--- src/rtl/sar_async_sequencer_if.sv ---
// Bus bundle between the SAR sequencer and its comparator / DAC / result consumer.
interface sar_async_sequencer_if #(
  parameter int unsigned N_BITS = 8
);
  logic              start;
  logic              comp_valid;
  logic              comp_p;
  logic              sample_en;
  logic              comp_en;
  logic [N_BITS-1:0] dac_code;
  logic [N_BITS-1:0] data_out;
  logic              done;
  logic              busy;
  logic              timeout_flag;

  // Controller/comparator side: drives requests and comparator results.
  modport master (
    output start, comp_valid, comp_p,
    input  sample_en, comp_en, dac_code, data_out, done, busy, timeout_flag
  );

  // Sequencer side.
  modport slave (
    input  start, comp_valid, comp_p,
    output sample_en, comp_en, dac_code, data_out, done, busy, timeout_flag
  );
endinterface

--- src/rtl/sar_async_sequencer.sv ---
// SAR ADC conversion sequencer: sample phase, one comparator decision per bit
// (MSB first), final code presentation. Comparator inputs are asynchronous and
// are synchronised here. Optional COMPARE watchdog enabled by SAR_TIMEOUT_EN.
module sar_async_sequencer #(
  parameter int unsigned N_BITS         = 8,
  parameter int unsigned SAMPLE_CYCLES  = 4,
  parameter int unsigned SYNC_STAGES    = 2,
  parameter int unsigned TIMEOUT_CYCLES = 15
) (
  input  logic                  clk,
  input  logic                  rst_n,
  sar_async_sequencer_if.slave  bus
);

  localparam int unsigned IDX_W   = (N_BITS > 1) ? $clog2(N_BITS) : 1;
  localparam int unsigned CNT_MAX = (SAMPLE_CYCLES > TIMEOUT_CYCLES) ? SAMPLE_CYCLES : TIMEOUT_CYCLES;
  localparam int unsigned CNT_W   = $clog2(CNT_MAX + 1);

  typedef enum logic [2:0] {
    S_IDLE    = 3'd0,
    S_SAMPLE  = 3'd1,
    S_COMPARE = 3'd2,
    S_RESOLVE = 3'd3,
    S_DONE    = 3'd4
  } state_t;

  state_t              state_q, state_d;
  logic [IDX_W-1:0]    idx_q, idx_d;
  logic [CNT_W-1:0]    cnt_q, cnt_d;
  logic [N_BITS-1:0]   dac_q, dac_d;
  logic [N_BITS-1:0]   data_q, data_d;
  logic                sample_en_q, sample_en_d;
  logic                comp_en_q, comp_en_d;
  logic                done_q, done_d;
  logic                busy_q, busy_d;

  logic [SYNC_STAGES-1:0] v_sync;
  logic [SYNC_STAGES-1:0] p_sync;
  logic                   v_d;
  logic                   v_s;
  logic                   p_s;
  logic                   v_rise;

  assign v_s    = v_sync[SYNC_STAGES-1];
  assign p_s    = p_sync[SYNC_STAGES-1];
  assign v_rise = v_s & ~v_d;

  // Equal-depth synchronisers keep comp_p aligned with comp_valid.
  always_ff @(posedge clk or negedge rst_n) begin
    if (!rst_n) begin
      v_sync <= '0;
      p_sync <= '0;
      v_d    <= 1'b0;
    end else begin
      v_sync <= {v_sync[SYNC_STAGES-2:0], bus.comp_valid};
      p_sync <= {p_sync[SYNC_STAGES-2:0], bus.comp_p};
      v_d    <= v_s;
    end
  end

`ifdef SAR_TIMEOUT_EN
  logic tflag_q, tflag_d;
`endif

  // Next-state, datapath and output decode.
  always_comb begin
    state_d = state_q;
    idx_d   = idx_q;
    cnt_d   = cnt_q;
    dac_d   = dac_q;
    data_d  = data_q;
`ifdef SAR_TIMEOUT_EN
    tflag_d = tflag_q;
`endif

    case (state_q)
      S_IDLE: begin
        cnt_d = '0;
        if (bus.start) begin
          state_d = S_SAMPLE;
          dac_d   = '0;
`ifdef SAR_TIMEOUT_EN
          tflag_d = 1'b0;
`endif
        end
      end

      S_SAMPLE: begin
        if (cnt_q == CNT_W'(SAMPLE_CYCLES - 1)) begin
          state_d           = S_COMPARE;
          dac_d             = '0;
          dac_d[N_BITS-1]   = 1'b1;
          idx_d             = IDX_W'(N_BITS - 1);
          cnt_d             = '0;
        end else begin
          cnt_d = cnt_q + CNT_W'(1);
        end
      end

      // Only a fresh rising edge is a decision; a stale high level is ignored.
      S_COMPARE: begin
        if (v_rise) begin
          dac_d[idx_q] = p_s;
          state_d      = S_RESOLVE;
`ifdef SAR_TIMEOUT_EN
        end else if (cnt_q == CNT_W'(TIMEOUT_CYCLES - 1)) begin
          dac_d[idx_q] = 1'b0;
          tflag_d      = 1'b1;
          state_d      = S_RESOLVE;
        end else begin
          cnt_d = cnt_q + CNT_W'(1);
`endif
        end
      end

      // Wait for the comparator to reset before the next trial.
      S_RESOLVE: begin
        if (!v_s) begin
          if (idx_q == '0) begin
            state_d = S_DONE;
            data_d  = dac_q;
          end else begin
            idx_d                       = idx_q - IDX_W'(1);
            dac_d[idx_q - IDX_W'(1)]    = 1'b1;
            cnt_d                       = '0;
            state_d                     = S_COMPARE;
          end
        end
      end

      S_DONE: begin
        state_d = S_IDLE;
      end

      default: begin
        state_d = S_IDLE;
      end
    endcase

    sample_en_d = (state_d == S_SAMPLE);
    comp_en_d   = (state_d == S_COMPARE);
    done_d      = (state_d == S_DONE);
    busy_d      = (state_d != S_IDLE);
  end

  // State, datapath and registered outputs.
  always_ff @(posedge clk or negedge rst_n) begin
    if (!rst_n) begin
      state_q     <= S_IDLE;
      idx_q       <= IDX_W'(N_BITS - 1);
      cnt_q       <= '0;
      dac_q       <= '0;
      data_q      <= '0;
      sample_en_q <= 1'b0;
      comp_en_q   <= 1'b0;
      done_q      <= 1'b0;
      busy_q      <= 1'b0;
    end else begin
      state_q     <= state_d;
      idx_q       <= idx_d;
      cnt_q       <= cnt_d;
      dac_q       <= dac_d;
      data_q      <= data_d;
      sample_en_q <= sample_en_d;
      comp_en_q   <= comp_en_d;
      done_q      <= done_d;
      busy_q      <= busy_d;
    end
  end

`ifdef SAR_TIMEOUT_EN
  // Sticky watchdog flag, cleared when a new conversion starts.
  always_ff @(posedge clk or negedge rst_n) begin
    if (!rst_n) tflag_q <= 1'b0;
    else        tflag_q <= tflag_d;
  end
  assign bus.timeout_flag = tflag_q;
`else
  assign bus.timeout_flag = 1'b0;
`endif

  assign bus.sample_en = sample_en_q;
  assign bus.comp_en   = comp_en_q;
  assign bus.dac_code  = dac_q;
  assign bus.data_out  = data_q;
  assign bus.done      = done_q;
  assign bus.busy      = busy_q;

endmodule

--- src/flat_wrapper.sv ---
// flat-port wrapper written by rule: the top's interface ports become plain ports
module sar_async_sequencer_flat 
#(
  parameter int unsigned N_BITS         = 8,
  parameter int unsigned SAMPLE_CYCLES  = 4,
  parameter int unsigned SYNC_STAGES    = 2,
  parameter int unsigned TIMEOUT_CYCLES = 15
)
  (clk, rst_n, bus_start, bus_comp_valid, bus_comp_p, bus_sample_en, bus_comp_en, bus_dac_code, bus_data_out, bus_done, bus_busy, bus_timeout_flag);
  sar_async_sequencer_if #(.N_BITS(N_BITS)) bus_i ();
  input  logic clk;
  input  logic rst_n;
  input wire logic [$bits(bus_i.start)-1:0] bus_start;
  input wire logic [$bits(bus_i.comp_valid)-1:0] bus_comp_valid;
  input wire logic [$bits(bus_i.comp_p)-1:0] bus_comp_p;
  output wire logic [$bits(bus_i.sample_en)-1:0] bus_sample_en;
  output wire logic [$bits(bus_i.comp_en)-1:0] bus_comp_en;
  output wire logic [$bits(bus_i.dac_code)-1:0] bus_dac_code;
  output wire logic [$bits(bus_i.data_out)-1:0] bus_data_out;
  output wire logic [$bits(bus_i.done)-1:0] bus_done;
  output wire logic [$bits(bus_i.busy)-1:0] bus_busy;
  output wire logic [$bits(bus_i.timeout_flag)-1:0] bus_timeout_flag;
  assign bus_i.start = bus_start;
  assign bus_i.comp_valid = bus_comp_valid;
  assign bus_i.comp_p = bus_comp_p;
  assign bus_sample_en = bus_i.sample_en;
  assign bus_comp_en = bus_i.comp_en;
  assign bus_dac_code = bus_i.dac_code;
  assign bus_data_out = bus_i.data_out;
  assign bus_done = bus_i.done;
  assign bus_busy = bus_i.busy;
  assign bus_timeout_flag = bus_i.timeout_flag;
  sar_async_sequencer #(.N_BITS(N_BITS), .SAMPLE_CYCLES(SAMPLE_CYCLES), .SYNC_STAGES(SYNC_STAGES), .TIMEOUT_CYCLES(TIMEOUT_CYCLES)) u_core (.clk(clk), .rst_n(rst_n), .bus(bus_i));
endmodule
--- config.mk ---
export PLATFORM = sky130hd
export DESIGN_NAME = sar_async_sequencer_flat
export DESIGN_NICKNAME = d
export VERILOG_FILES = /design/src/rtl/sar_async_sequencer_if.sv /design/src/rtl/sar_async_sequencer.sv /design/src/flat_wrapper.sv
export SDC_FILE = /design/constraint.sdc
export NUM_CORES = 1
export LEC_CHECK = 0
export CORE_MARGIN = 2
export CORE_UTILIZATION = 45
export DETAILED_ROUTE_END_ITERATION = 16
export HOLD_SLACK_MARGIN = 0.1
export PLACE_DENSITY = 0.72
export REMOVE_ABC_BUFFERS = 1
export SYNTH_ARGS = -nofsm -noshare
export SYNTH_HDL_FRONTEND = slang
export SYNTH_SLANG_ARGS = --single-unit
--- constraint.sdc ---
create_clock -name clk -period 2.9 [get_ports clk]
set_clock_uncertainty 0.05 [all_clocks]
set_input_delay 0.435 -clock clk [delete_from_list [all_inputs] [get_ports clk]]
set_output_delay 0.435 -clock clk [all_outputs]
set_load 0.01 [all_outputs]
# Word level (Yosys, flattened, before mapping)
# Index checks and enable logic that the tools add are counted.
dict set report word_totals {
  reg_bits 35
  out_inout_bits 21
  input_bits 5
  word_cells 71
}
dict set report classes {
  magnitude_cmp 4
  addsub 2
  eq_ne 12
  n_reduce_logical 12
  bitwise 4
  n_mux 25
}
# cell n
set op_table {}
lappend op_table {{8-bit two-way mux} 5}
lappend op_table {{8-bit one-hot mux with 4 select lines} 1}
lappend op_table {{3-bit two-way mux} 8}
lappend op_table {{4-bit two-way mux} 3}
lappend op_table {{3-bit one-hot mux with 4 select lines} 1}
lappend op_table {{4-bit one-hot mux with 3 select lines} 1}
lappend op_table {{3-bit by 2-bit equality test with 1-bit output, second input constant} 3}
lappend op_table {{8-bit bitwise mux} 1}
lappend op_table {{3-bit by 4-bit < comparator with 1-bit output, second input constant} 2}
lappend op_table {{8-bit bitwise OR} 1}
lappend op_table {{1-bit demux with 3-bit select} 2}
lappend op_table {{3-bit by 1-bit equality test with 1-bit output, second input constant} 2}
lappend op_table {{3-bit by 1-bit >= comparator with 1-bit output, second input constant} 2}
lappend op_table {{3-bit zero test} 2}
lappend op_table {{2-bit != test, second input constant} 3}
lappend op_table {{3-bit one-hot mux with 2 select lines} 1}
lappend op_table {{3-bit AND reduction} 2}
lappend op_table {{6-bit AND reduction} 1}
lappend op_table {{3-bit nonzero test} 2}
lappend op_table {{4-bit by 1-bit adder with 4-bit output, second input constant} 1}
lappend op_table {{4-bit by 2-bit equality test with 1-bit output, second input constant} 1}
lappend op_table {{2-bit by 1-bit != test with 1-bit output, second input constant} 2}
lappend op_table {{4-bit AND reduction} 1}
lappend op_table {{4-bit nonzero test} 1}
lappend op_table {{7 further kinds} 10}

# Logic depth before layout (Yosys ltp)
dict set report logic_depth {
  ltp_word 9
  depth_mapped 9
  ltp_nobuf 6
}

# Worst setup path before layout
# OpenSTA, ideal clock, no wires.
dict set report synth_timing {
  path_type {register to register}
  from {register u_core.idx_q[1]}
  to {register u_core.idx_q[2]}
  stages_incl_launch_ff 9
  slack_ns 0.835
  setup_time_ns 0.077
  arrival_ns 1.938
  path_buffers 2
  required_time_ns 2.773
  synth_period_minus_slack_ns 2.065
  cell_sequence {dfstp_2 > clkbuf_1 > inv_1 > ha_1 > nand2b_1 > and3_1 > clkbuf_1 > mux2_2 > o21a_1}
}
dict set report synth_between {
  elab_chain_len 4
  elab_cells_between_ends 7
  classes_between {add/sub: 1; eq/ne: 1; mux: 3; reduce/logical: 2}
}
# element line
set synth_lines {}
lappend synth_lines {{start: declaration} sar_async_sequencer.sv:28} ;# logic [IDX_W-1:0] idx_q, idx_d;
lappend synth_lines {{start signal: assignment} sar_async_sequencer.sv:150} ;# idx_q <= IDX_W'(N_BITS - 1);
lappend synth_lines {{start signal: assignment} sar_async_sequencer.sv:160} ;# idx_q <= idx_d;
lappend synth_lines {{3-bit by 1-bit subtractor with 3-bit output} sar_async_sequencer.sv:123} ;# idx_d = idx_q - IDX_W'(1);
lappend synth_lines {{3-bit two-way mux} sar_async_sequencer.sv:119} ;# if (idx_q == '0) begin
lappend synth_lines {{3-bit two-way mux} sar_async_sequencer.sv:118} ;# if (!v_s) begin
lappend synth_lines {{3-bit one-hot mux with 2 select lines} sar_async_sequencer.sv:76} ;# case (state_q)
# Several ways; a longest one is shown, not always the timed one. The select of a mux whose other input is x is not followed.
# A chain may end at the register's enable or synchronous reset.

# Worst setup path in the final report
dict set report layout_timing {
  from {register u_core.idx_q[0]}
  to {register u_core.data_q[0] (netlist: u_core.bus.data_out[0])}
}
dict set report layout_between {
  elab_chain_len 2
}
# element line
set layout_lines {}
lappend layout_lines {{3-bit zero test} sar_async_sequencer.sv:119}
lappend layout_lines {{3-bit AND reduction (no source line)} --}
lappend layout_lines {{end signal: assignment} sar_async_sequencer.sv:163} ;# data_q <= data_d;
lappend layout_lines {{end: declaration} sar_async_sequencer.sv:31} ;# logic [N_BITS-1:0] data_q, data_d;
# No other way between the ends.

==> results.toml <==
[status]
status = "finished clean"

[synth]
synth.avg_cell_area_um2 = 10.6
ys_warn_count = 0
synth.distinct_cells = 40
synthCells = 168
yosysTopAreaCell = "dfrtp_1"
synth_edf_count = 0
ys_async_sr_fraction_pct = 100
synth-seq-cells = 35
ys.flop_type = "dfrtp_1"
synthTopCellsByArea = "dfrtp_1 (45%), mux2_2 (11%), dfstp_2 (4.4%), o21ai_0 (3.9%), a21oi_1 (2.8%)"
syn_area_um2 = 1780
netlist.area_leader.share_pct = 45.0
yosysSeqAreaShare_pct = 49.4

[detailed_routing]
wl_met3_um = 245
top_layer = "met4"
drtIter0Drc = 63
met1_length_um = 1560
met2_wirelength_um = 1730
routed_wl_um = 3560
wl_per_cell_um = 14.9
remaining_drc_errors = 0
viasPerCell = 5.70
vias = 1357
first_pass_iters = 4
detail-route-antenna-nets = 0

[grt]
grtUsageTotal_pct = 18.1
grt_pass1_wl_um = 5980
grt_max_degree = 36
grt_overflow = 0
antenna_found_initial = 0
grt_pass1_vias = 1284

[clock_network]
cts_tree = "yes"
cts-root-buf = "clkbuf_8"
clk_pin_slew_ps = 80
h-tree-depth = 2
cts_buffer_depth = 2
cts_sinks = 35
cts_resized = 0
ctsHoldBuffers = 0
cts_made_buffers = 5
clk_latency_ps = 290
postCtsSetupBuffers = 0

[die]
die_h_um = 66.9
coreArea_um2 = 3740
dieArea_um2 = 4470
ioPinCount = 26
initial_core_util_pct = 47.5
die_x_um = 66.9
row_count = 22

[power]
internal_power_uw = 1500
pwr-share-comb_pct = 40.9
switching_share_pct = 36.0
clkPwrFrac_pct = 22.3
power_leakage_uw = 0.000943
power.share.sequential_pct = 36.7
p_total_uw = 2350
power_density_nw_per_um2 = 1080
switchingPower_uw = 844
ir_worst_vdd_v = 0.000517

[timing]
max_freq_ghz = 0.460
tns_ps = 0
fin_crit_sh_pct = 75.0
hold_violations = 0
rsz0062_at_grt = "no"
fin_ws_ps = 724
worst_pin_slew_ps = 555
period_minus_slack_ps = 2180
final-setup-viol-count = 0
drv_slew = 0
maxSlewHeadroom_pct = 62.9

[finish]
nFillCells = 341
final_cell_mix = "dfrtp_1 (32), clkdlybuf4s50_1 (24), mux2_2 (17)"
nNetsFinal = 197
stdcell_area_um2 = 2170
diodes = 0
drive_above_1_share_pct = 17.9
layout_commonest_cell = "dfrtp_1"
syn2layout_area_growth_pct = 21.8

[place]
gp_congestion = 0.857
dp_hpwl_um = 2430
pre_cts_slack_ps = 693
numPortBuffers = 24
placed_area_um2 = 2030

[setup_path]
cp-start-kind = "flip-flop"
max_stage_delay_ps = 680
critPathMaxFanout = 15
cp_data_arrival_time_ps = 2300
crit_buf_inv = 1
slowest_stage = "dfstp_2"
path_class = "reg2reg"
required_ps = 3030
end_kind = "flip-flop"
cp_cell_sequence = "inv_1, ha_1, nor2b_1, nand3_1, mux2_2"
critPathTopFamily = "flip-flops"

[worst_hold_path]
hold_path_class = "reg2reg"

[run]
maxCapViolations = 0
path summary, 6_finish.rpt:
check | end | slack [ps] | from | depth (start not counted)
hold reg to reg | u_core.v_sync[1]$_DFF_PN0_ | 300 | u_core.v_sync[0]$_DFF_PN0_ | 0
min in group asynchronous | u_core.bus.done$_DFF_PN0_ | 500 | rst_n | 2
setup reg to reg | u_core.bus.data_out[0]$_DFFE_PN0P_ | 720 | u_core.idx_q[0]$_DFFE_PN1P_ | 5
setup / recovery | u_core.bus.data_out[0]$_DFFE_PN0P_ | 720 | u_core.idx_q[0]$_DFFE_PN1P_ | 5
max in group asynchronous | u_core.idx_q[0]$_DFFE_PN1P_ | 1950 | rst_n | 2
hold / removal | u_core.v_sync[1]$_DFF_PN0_ | 300 | u_core.v_sync[0]$_DFF_PN0_ | 0
cell type report:
cell class	count	area [um^2]	share of cell area [%]
Sequential cell	35	880	40.6
Multi-Input combinational cell	114	810	37.4
Timing Repair Buffer	26	255	11.8
Clock buffer	5	68.8	3.18
Clock inverter	3	67.6	3.12
Tap cell	48	60.1	2.77
Inverter	7	26.3	1.21
through the flow:
step | utilization (%) | hold slack [ps] | instances
2_1_floorplan | - | 89.4 | 156
3_3_place_gp | 54.2 | 283 | 230
3_5_place_dp | 54.2 | 285 | 230
4_1_cts | 57.9 | 301 | 238
5_1_grt | 57.9 | 322 | 238
6_report | 57.9 | 299 | 238
cell usage after synthesis (2+ instances only):
cell,number
clkbuf_1,4
a221o_1,2
dfstp_2,3
dfrtp_1,32
ha_1,3
nand2b_1,3
a21o_1,2
nand3b_1,3
mux2_2,17
nor2b_1,4
nor3b_1,5
nand3_1,4
buf_2,6
a21oi_1,10
a31oi_1,8
nor3_1,5
inv_1,7
nand2_1,4
o21ai_0,14
nor2_1,10
a22o_1,3
worst register-to-register path: stages (launching register included):
cell and delay (ps):
dfstp_2 680, inv_1 110, ha_1 240, nor2b_1 150
nand3_1 440, mux2_2 400
logic make-up (layout without fill, tap and decap cells):
kind of cell / after synthesis / in the layout / synth area share, %
simple gates: 43 / 43 / 13.5
flops: 35 / 35 / 49.4
fa+ha+maj: 3 / 3 / 2.11
buf+inv: 19 / 41 / 5.06
compound gates: 47 / 47 / 17.4
mux: 18 / 18 / 11.3
other cells: 1 / 1 / 0.211
xor+xnor: 2 / 2 / 0.985
power by group through the flow:
stage	sequential [uW]	clock (uW)	combinational (uW)
detailed placement	869	0	955
global route	896	554	1050
CTS	859	533	963
finish	862	524	961
floorplan	859	0	591
global placement	858	0	933
flip-flops by register name, indices dropped and copies added, names as in the netlist:
signal                count
u_core.bus.dac_code       8
u_core.bus.data_out       8
u_core.cnt_q              4
u_core.idx_q              3
u_core.state_q            3
u_core.p_sync             2
u_core.v_sync             2
u_core.bus.busy           1
u_core.bus.comp_en        1
u_core.bus.done           1
u_core.bus.sample_en      1
u_core.v_d                1
layer usage:
metal / vias to the layer above / GRT usage, %
met5: - / 0
met4: 0 / 4.59
met1: 666 / 23.4
li1: 645 / -
met2: 44 / 29.5
met3: 2 / 5.41
No activity file was read; power rests on OpenSTA's default activity.
